File: src/rtl/mem_wbuf_pkg.sv
// ----------------------------------------------------------------------------
// mem_wbuf_pkg
// Shared types and constants for the posted-write buffer that sits between
// direct_cache and main_mem.
//   - default geometry (address/data width, depth, memory write latency)
//   - drain/read FSM state encoding
//   - buffer entry record (valid, addr, data) at the default geometry
//   - pointer-width helper used to size the FIFO head/tail pointers
// ----------------------------------------------------------------------------
package mem_wbuf_pkg;

    localparam int unsigned WBUF_ADDR_WIDTH     = 32'd16;
    localparam int unsigned WBUF_DATA_WIDTH     = 32'd8;
    localparam int unsigned WBUF_DEPTH          = 32'd4;
    localparam int unsigned WBUF_MEM_WR_LATENCY = 32'd3;

    typedef enum logic [2:0] {
        IDLE     = 3'd0,
        WR_ISSUE = 3'd1,
        WR_WAIT  = 3'd2,
        RD_ISSUE = 3'd3,
        RD_WAIT  = 3'd4
    } wbuf_state_t;

    typedef struct packed {
        logic                       valid;
        logic [WBUF_ADDR_WIDTH-1:0] addr;
        logic [WBUF_DATA_WIDTH-1:0] data;
    } wbuf_entry_t;

    // Pointer width for a power-of-two FIFO depth; never narrower than one bit.
    function automatic int unsigned ptr_width(input int unsigned depth);
        return (depth > 32'd1) ? $clog2(depth) : 32'd1;
    endfunction

endpackage

File: src/rtl/wbuf_fifo.sv
// ----------------------------------------------------------------------------
// wbuf_fifo
// In-order storage for posted writes plus a parallel address lookup used to
// forward buffered data to cache line-fill reads.
// Ports:
//   clk, rst_n            clock, synchronous active-low reset
//   push/push_addr/data   enqueue at tail (ignored while full)
//   pop                   dequeue head (ignored while empty)
//   lookup_addr           address compared against every valid entry
//   full, empty           occupancy flags
//   head_addr/head_data   oldest entry, the next one to drain
//   hit/hit_data          lookup result; data comes from the youngest match
// ----------------------------------------------------------------------------
module wbuf_fifo
    import mem_wbuf_pkg::*;
#(
    parameter int unsigned ADDR_WIDTH = WBUF_ADDR_WIDTH,
    parameter int unsigned DATA_WIDTH = WBUF_DATA_WIDTH,
    parameter int unsigned DEPTH      = WBUF_DEPTH
) (
    input  logic                  clk,
    input  logic                  rst_n,
    input  logic                  push,
    input  logic [ADDR_WIDTH-1:0] push_addr,
    input  logic [DATA_WIDTH-1:0] push_data,
    input  logic                  pop,
    input  logic [ADDR_WIDTH-1:0] lookup_addr,
    output logic                  full,
    output logic                  empty,
    output logic [ADDR_WIDTH-1:0] head_addr,
    output logic [DATA_WIDTH-1:0] head_data,
    output logic                  hit,
    output logic [DATA_WIDTH-1:0] hit_data
);

    localparam int unsigned PTR_W = ptr_width(DEPTH);
    localparam int unsigned CNT_W = PTR_W + 32'd1;

    logic [PTR_W-1:0]      head_r;
    logic [PTR_W-1:0]      tail_r;
    logic [CNT_W-1:0]      count_r;
    logic                  valid_r [DEPTH];
    logic [ADDR_WIDTH-1:0] addr_r  [DEPTH];
    logic [DATA_WIDTH-1:0] data_r  [DEPTH];

    logic                  push_ok_s;
    logic                  pop_ok_s;
    logic                  hit_s;
    logic [DATA_WIDTH-1:0] hit_data_s;
    logic [PTR_W-1:0]      idx_s;

    assign full      = (count_r == CNT_W'(DEPTH));
    assign empty     = (count_r == {CNT_W{1'b0}});
    assign push_ok_s = push && !full;
    assign pop_ok_s  = pop && !empty;
    assign head_addr = addr_r[head_r];
    assign head_data = data_r[head_r];
    assign hit       = hit_s;
    assign hit_data  = hit_data_s;

    // Pointers, occupancy count and per-entry valid bits.
    always_ff @(posedge clk) begin
        if (!rst_n) begin
            head_r  <= {PTR_W{1'b0}};
            tail_r  <= {PTR_W{1'b0}};
            count_r <= {CNT_W{1'b0}};
            for (int unsigned i = 32'd0; i < DEPTH; i++) begin
                valid_r[i] <= 1'b0;
            end
        end else begin
            if (push_ok_s) begin
                valid_r[tail_r] <= 1'b1;
                tail_r          <= tail_r + PTR_W'(1'b1);
            end
            if (pop_ok_s) begin
                valid_r[head_r] <= 1'b0;
                head_r          <= head_r + PTR_W'(1'b1);
            end
            case ({push_ok_s, pop_ok_s})
                2'b10:   count_r <= count_r + CNT_W'(1'b1);
                2'b01:   count_r <= count_r - CNT_W'(1'b1);
                default: count_r <= count_r;
            endcase
        end
    end

    // Entry payload; only meaningful while the matching valid bit is set.
    always_ff @(posedge clk) begin
        if (push_ok_s) begin
            addr_r[tail_r] <= push_addr;
            data_r[tail_r] <= push_data;
        end
    end

    // Walk oldest to youngest so the last match seen is the youngest write.
    always_comb begin
        hit_s      = 1'b0;
        hit_data_s = {DATA_WIDTH{1'b0}};
        idx_s      = head_r;
        for (int unsigned i = 32'd0; i < DEPTH; i++) begin
            idx_s = head_r + PTR_W'(i);
            if (valid_r[idx_s] && (addr_r[idx_s] == lookup_addr)) begin
                hit_s      = 1'b1;
                hit_data_s = data_r[idx_s];
            end else begin
                hit_s      = hit_s;
                hit_data_s = hit_data_s;
            end
        end
    end

endmodule

File: src/rtl/mem_write_buffer.sv
// ----------------------------------------------------------------------------
// mem_write_buffer
// Posted-write buffer between direct_cache and main_mem. Cache writes are
// queued without stalling and drained in order; line-fill reads are served
// from the youngest buffered write when possible, otherwise from main_mem.
// Ports:
//   clk, rst_n                       clock, synchronous active-low reset
//   cache_addr/_addr_en/_is_rd/_wdata cache request (sampled every edge)
//   cache_rdata, cache_rdata_vld     read return, one-cycle valid pulse
//   buf_busy                         a request at this edge is ignored
//   buf_empty                        nothing queued and no memory op open
//   mem_addr/_addr_en/_we/_wdata     main_mem command, one-cycle issue pulse
//   mem_rdata, mem_rdata_vld         main_mem read return
// ----------------------------------------------------------------------------
module mem_write_buffer
    import mem_wbuf_pkg::*;
#(
    parameter int unsigned ADDR_WIDTH     = WBUF_ADDR_WIDTH,
    parameter int unsigned DATA_WIDTH     = WBUF_DATA_WIDTH,
    parameter int unsigned DEPTH          = WBUF_DEPTH,
    parameter int unsigned MEM_WR_LATENCY = WBUF_MEM_WR_LATENCY
) (
    input  logic                  clk,
    input  logic                  rst_n,
    input  logic [ADDR_WIDTH-1:0] cache_addr,
    input  logic                  cache_addr_en,
    input  logic                  cache_is_rd,
    input  logic [DATA_WIDTH-1:0] cache_wdata,
    output logic [DATA_WIDTH-1:0] cache_rdata,
    output logic                  cache_rdata_vld,
    output logic                  buf_busy,
    output logic                  buf_empty,
    output logic [ADDR_WIDTH-1:0] mem_addr,
    output logic                  mem_addr_en,
    output logic                  mem_we,
    output logic [DATA_WIDTH-1:0] mem_wdata,
    input  logic [DATA_WIDTH-1:0] mem_rdata,
    input  logic                  mem_rdata_vld
);

    // Counter holds MEM_WR_LATENCY-1 at most.
    localparam int unsigned LAT_W = (MEM_WR_LATENCY > 32'd1) ? $clog2(MEM_WR_LATENCY) : 32'd1;

    wbuf_state_t           state_r;
    logic [LAT_W-1:0]      lat_cnt_r;
    logic                  rd_pending_r;
    logic [ADDR_WIDTH-1:0] rd_addr_r;
    logic [DATA_WIDTH-1:0] cache_rdata_r;
    logic                  cache_rdata_vld_r;
    logic [ADDR_WIDTH-1:0] mem_addr_r;
    logic                  mem_addr_en_r;
    logic                  mem_we_r;
    logic [DATA_WIDTH-1:0] mem_wdata_r;

    logic                  fifo_full_s;
    logic                  fifo_empty_s;
    logic [ADDR_WIDTH-1:0] head_addr_s;
    logic [DATA_WIDTH-1:0] head_data_s;
    logic                  hit_s;
    logic [DATA_WIDTH-1:0] hit_data_s;
    logic                  buf_busy_s;
    logic                  wr_accept_s;
    logic                  rd_accept_s;
    logic                  pop_s;

    assign buf_busy_s  = fifo_full_s || rd_pending_r;
    assign wr_accept_s = cache_addr_en && !cache_is_rd && !buf_busy_s;
    assign rd_accept_s = cache_addr_en && cache_is_rd && !buf_busy_s;
    // The head entry stays visible to forwarding until this pop.
    assign pop_s       = (state_r == WR_WAIT) && (lat_cnt_r == {LAT_W{1'b0}});

    wbuf_fifo #(
        .ADDR_WIDTH (ADDR_WIDTH),
        .DATA_WIDTH (DATA_WIDTH),
        .DEPTH      (DEPTH)
    ) u_fifo (
        .clk         (clk),
        .rst_n       (rst_n),
        .push        (wr_accept_s),
        .push_addr   (cache_addr),
        .push_data   (cache_wdata),
        .pop         (pop_s),
        .lookup_addr (cache_addr),
        .full        (fifo_full_s),
        .empty       (fifo_empty_s),
        .head_addr   (head_addr_s),
        .head_data   (head_data_s),
        .hit         (hit_s),
        .hit_data    (hit_data_s)
    );

    // Read acceptance, drain/read sequencing and every registered output.
    always_ff @(posedge clk) begin
        if (!rst_n) begin
            state_r           <= IDLE;
            lat_cnt_r         <= {LAT_W{1'b0}};
            rd_pending_r      <= 1'b0;
            rd_addr_r         <= {ADDR_WIDTH{1'b0}};
            cache_rdata_r     <= {DATA_WIDTH{1'b0}};
            cache_rdata_vld_r <= 1'b0;
            mem_addr_r        <= {ADDR_WIDTH{1'b0}};
            mem_addr_en_r     <= 1'b0;
            mem_we_r          <= 1'b0;
            mem_wdata_r       <= {DATA_WIDTH{1'b0}};
        end else begin
            cache_rdata_vld_r <= 1'b0;
            mem_addr_en_r     <= 1'b0;
            mem_we_r          <= 1'b0;

            // A hit never touches memory; a miss is parked until the FSM is idle.
            if (rd_accept_s) begin
                if (hit_s) begin
                    cache_rdata_r     <= hit_data_s;
                    cache_rdata_vld_r <= 1'b1;
                end else begin
                    rd_pending_r <= 1'b1;
                    rd_addr_r    <= cache_addr;
                end
            end

            case (state_r)
                IDLE: begin
                    // Pending read wins over draining, but only between writes.
                    if (rd_pending_r) begin
                        state_r       <= RD_ISSUE;
                        mem_addr_en_r <= 1'b1;
                        mem_addr_r    <= rd_addr_r;
                    end else if (!fifo_empty_s) begin
                        state_r       <= WR_ISSUE;
                        mem_addr_en_r <= 1'b1;
                        mem_we_r      <= 1'b1;
                        mem_addr_r    <= head_addr_s;
                        mem_wdata_r   <= head_data_s;
                    end
                end
                WR_ISSUE: begin
                    lat_cnt_r <= LAT_W'(MEM_WR_LATENCY - 32'd1);
                    state_r   <= WR_WAIT;
                end
                WR_WAIT: begin
                    if (lat_cnt_r == {LAT_W{1'b0}}) begin
                        state_r <= IDLE;
                    end else begin
                        lat_cnt_r <= lat_cnt_r - LAT_W'(1'b1);
                    end
                end
                RD_ISSUE: begin
                    state_r <= RD_WAIT;
                end
                RD_WAIT: begin
                    if (mem_rdata_vld) begin
                        cache_rdata_r     <= mem_rdata;
                        cache_rdata_vld_r <= 1'b1;
                        rd_pending_r      <= 1'b0;
                        state_r           <= IDLE;
                    end
                end
                default: begin
                    state_r <= IDLE;
                end
            endcase
        end
    end

    assign cache_rdata     = cache_rdata_r;
    assign cache_rdata_vld = cache_rdata_vld_r;
    assign buf_busy        = buf_busy_s;
    assign buf_empty       = fifo_empty_s && !rd_pending_r && (state_r == IDLE);
    assign mem_addr        = mem_addr_r;
    assign mem_addr_en     = mem_addr_en_r;
    assign mem_we          = mem_we_r;
    assign mem_wdata       = mem_wdata_r;

endmodule

File: config.mk
export PLATFORM = sky130hd
export DESIGN_NAME = mem_write_buffer
export DESIGN_NICKNAME = d
export VERILOG_FILES = /design/src/rtl/mem_wbuf_pkg.sv /design/src/rtl/wbuf_fifo.sv /design/src/rtl/mem_write_buffer.sv
export SDC_FILE = /design/constraint.sdc
export NUM_CORES = 1
export LEC_CHECK = 0
export BUFFER_PORTS_ARGS = -buffer_cell sky130_fd_sc_hd__buf_2
export CAP_MARGIN = 10
export CORE_MARGIN = 4
export CORE_UTILIZATION = 40
export CTS_BUF_LIST = sky130_fd_sc_hd__clkbuf_4
export DETAILED_ROUTE_END_ITERATION = 10
export PLACE_DENSITY = 0.69
export SYNTH_ARGS = -nofsm -noshare
export SYNTH_HDL_FRONTEND = slang
export SYNTH_SLANG_ARGS = --single-unit
File: constraint.sdc
create_clock -name clk -period 9.5 [get_ports clk]
set_input_delay 0.475 -clock clk [delete_from_list [all_inputs] [get_ports clk]]
set_output_delay 0.475 -clock clk [all_outputs]
set_load 0.02 [all_outputs]
==> metrics.csv <==
stage;metric;value;unit
critical_path;Worst Path Buf+Inv;2;
floorplanning;CORE AREA;23700;sq um
drt;Via-to-Cell Ratio;5.84;
power_and_ir_drop;Cell Int Power;0.00106;W
synthesis;EDFF count, synth;96;
global_route;initial antenna violation count;1;
clock_network;H-tree Lvls;4;
drt;Post-DRT Antenna Nets;0;
timing;Tmin final;5.19;ns
drt;WL final;23500;um
finish;FILL cells;2224;
timing;Hold Vio Cnt, Final;0;
synthesis;Syn. warnings;0;
timing;slew margin rel.;32.4;%
power_and_ir_drop;NetSw;0.000429;W
synthesis;syn_nets;841;
power_and_ir_drop;Leak;3.50;nW
drt;Initial DRC Count;627;
worst_hold_path;Worst Hold Class;input port to flip-flop;
power_and_ir_drop;Power Dens Cells;142;nW/um^2
global_route;total gr overflow;0;
floorplanning;Core Rows;56;
floorplanning;Die Y;164;um
run_status;outcome;finished, final reports clean;
critical_path;kind of critical path;flip-flop to flip-flop;
timing;Slew Limit Fails;0;
timing;clk_skew;0.0209;ns
synthesis;Syn Area/Cell;12.2;sq um
synthesis;sequential fraction of the synthesis area;44.1;%
critical_path;CP max-delay cell;buf_4;
place;PortBufs;73;
critical_path;CP arrival;5.72;ns
global_route;GRT Total Usage;17.7;%
global_route;largest net degree at the start of global routing;63;
synthesis;Most used DFF post-synth;edfxtp_1;
critical_path;Critical Path Start Type;flip-flop;
power_and_ir_drop;combinational fraction of design power;17.3;%
critical_path;CP Capture Type;flip-flop;
drt;Remaining DRCs;0;
synthesis;Seq cells post-synth;166;
drt;Vias;6799;
power_and_ir_drop;Peak supply drop;0.0000585;V
timing;Final Setup Violations;0;
critical_path;CP max stage delay;0.71;ns
synthesis;ys async rst share;0;%
floorplanning;die area;26800;sq um
critical_path;worst endpoint required time;10.02;ns
floorplanning;Die Width;164;um
clock_network;clk_lat worst skew;0.57;ns
global_route;global-route wire length before repair;36800;um
clock_network;clock tree from TritonCTS;done;
critical_path;family with the most delay on the worst path;simple AND/OR/NAND/NOR gates;
job;Max-Cap Viols;0;
drt;DRT Pass-1 Iters;7;
power_and_ir_drop;Flop pwr share;54.8;%
clock_network;cts hold-fix bufs;0;
global_route;vias in the first global route;6307;
critical_path;worst path cell trace;inv_1 > ha_2 > buf_4 > mux2i_1 > o2bb2ai_1 > o21ai_0 > nand4_1 > or4b_1 > o2111ai_2 > nor2b_1 > and2_1 > a21o_1;
synthesis;Post-Syn Area;9710;sq um
power_and_ir_drop;clock power share;27.8;%
finish;Area Growth Syn to Fin;8.66;%
floorplanning;Initial Utilization;41.0;%
timing;RSZ-0062 raised after global routing;no;
drt;wire per inst;20.2;um
clock_network;setup bufs post-CTS;0;
place;DP HPWL;16500;um
critical_path;CP Max Fanout;62;
synthesis;Synth area leaders;edfxtp_1, mux4_2, dfxtp_1;
clock_network;clock-pin slew on the worst setup and hold paths;0.13;ns
floorplanning;# IOs;74;
timing;final worst-path cycle share;54.7;%
synthesis;Synth area leader;edfxtp_1;
timing;FMAX;0.193;GHz
finish;share of cells above drive strength 1;25.8;%
place;GPL Wtd Cong;0.916;
place;pre-CTS setup slack;4.40;ns
power_and_ir_drop;Net Sw Frac;28.7;%
synthesis;Synth Instances;793;
clock_network;PostCTS Resize Cnt;0;
clock_network;Num CTS Buffers;17;
timing;setup TNS;0;ns
synthesis;top-area cell type share of the netlist area;29.7;%
synthesis;Distinct cells, synth;60;
clock_network;Clock Tree Root;clkbuf_4;
timing;measured slew at the worst slew-check pin;1.01;ns
timing;final worst setup slack;4.31;ns
finish;NumNets Final;879;
clock_network;total clock sinks;166;
clock_network;CTS max path bufs;2;
## Yosys cell counts (all sizes together) (15+ instances only)
library cell,number
edfxtp,96
buf,32
xnor2,53
clkbuf,31
nand4,15
dfxtp,70
a21oi,29
mux2i,64
inv,26
o21ai,40
mux4,83
nand2,41
nor2,63
## metal layers
metal / vias up / routed length [um] / part of all wire (%) / track usage, %
li1: 3104 / - / - / -
met5: - / 0 / 0 / 0
met1: 3394 / 10500 / 44 / 25.5
met4: 0 / 417 / 1.8 / 5.30
met2: 269 / 10800 / 46 / 27.0
met3: 32 / 1800 / 7.6 / 3.96
## through the flow
| stage | instance area, sq um | std cells | util (%) | hold slack [ns] | total power, W |
|---|---|---|---|---|---|
| floorplan | 9710 | 793 | - | 0.454 | 0.00102 |
| CTS | 10500 | 1163 | 44.5 | 0.0747 | 0.00151 |
| global placement | 10300 | 1131 | 43.4 | 0.460 | 0.00109 |
| finish | 10600 | 1164 | 44.6 | 0.117 | 0.00149 |
| detailed placement | 10300 | 1131 | 43.4 | 0.467 | 0.00109 |
| global route | 10600 | 1164 | 44.6 | 0.0654 | 0.00156 |
## area by class of cell
cell class | instances | area [sq um] | share of cell area (%)
multi-input combinational | 537 | 5050 | 47.8
sequential | 166 | 4290 | 40.6
timing repair buffer | 82 | 433 | 4.10
tap | 319 | 399 | 3.78
clock buffer | 20 | 150 | 1.42
clock inverter | 12 | 129 | 1.22
inverter | 27 | 101 | 0.961
antenna | 1 | 2.50 | 0.0237
## registers in the layout, indices dropped and copies added (netlist names), named ones only
name and cells:
u_fifo.addr_r 64, u_fifo.data_r 32, mem_addr 16, rd_addr_r 16, cache_rdata 8, mem_wdata 8
u_fifo.valid_r 4, state_r 3, u_fifo.count_r 3, lat_cnt_r 2, u_fifo.head_r 2, u_fifo.tail_r 2
cache_rdata_vld 1, mem_addr_en 1, mem_we 1, rd_pending_r 1
## logic make-up after synthesis
| logic type | share of synthesized area (%) |
|---|---|
| AND/OR/NAND/NOR | 9.17 |
| flip-flops | 44.1 |
| multiplexers | 26.5 |
| AO/OA/AOI/OAI | 8.83 |
| buffers and inverters | 3.98 |
| XOR/XNOR | 5.86 |
| adder cells (fa/ha/maj) | 1.49 |
## worst paths after layout
kind | startpoint | to | slack, ns | cells past startpoint
worst max-delay path | u_fifo.head_r[0] | cache_rdata[0] | 4.31 | 12
worst min-delay path | cache_wdata[5] | u_fifo.data_r[0][5] | 0.12 | 1
worst max register to register | u_fifo.head_r[0] | cache_rdata[0] | 4.31 | 12
worst min register to register | rd_addr_r[9] | rd_addr_r[9] | 0.48 | 2
## power by group through the flow
stage	combinational, W	clock [W]	sequential [W]
6_report	0.000259	0.000415	0.000819
5_1_grt	0.000283	0.000455	0.000824
4_1_cts	0.000260	0.000426	0.000819
3_5_place_dp	0.000260	0	0.000835
3_3_place_gp	0.000256	0	0.000834
2_1_floorplan	0.000171	0	0.000850
## placed cells by master, fill, tap and decap left out, drive strengths merged, types with 3 or more instances in the layout
master	instances
edfxtp	96
mux4	83
buf	82
dfxtp	70
mux2i	64
nor2	63
xnor2	53
nand2	41
o21ai	40
a21oi	29
inv	28
clkbuf	20
nand4	15
a211oi	13
xor2	12
nor3	11
ha	10
nor2b	9
a221oi	9
a21o	8
and2	8
nor4	6
mux2	6
clkinv	6
nand2b	5
a31oi	5
nand3	5
or3	4
o211ai	4
or4	3
a222oi	3
and4	3
clkinvlp	3
and3	3
## worst register-to-register path: cells and delay by family (launching register included)
kind                       cells  cell delay, ns
and+or+nand+nor                4            1.67
buffers and inverters          2            1.01
AOI/OAI and AO/OA              4            1.01
DFF                            1            0.60
adders and majority gates      1            0.46
muxes                          1            0.41
Note: power is estimated with default switching activity, not from simulation.
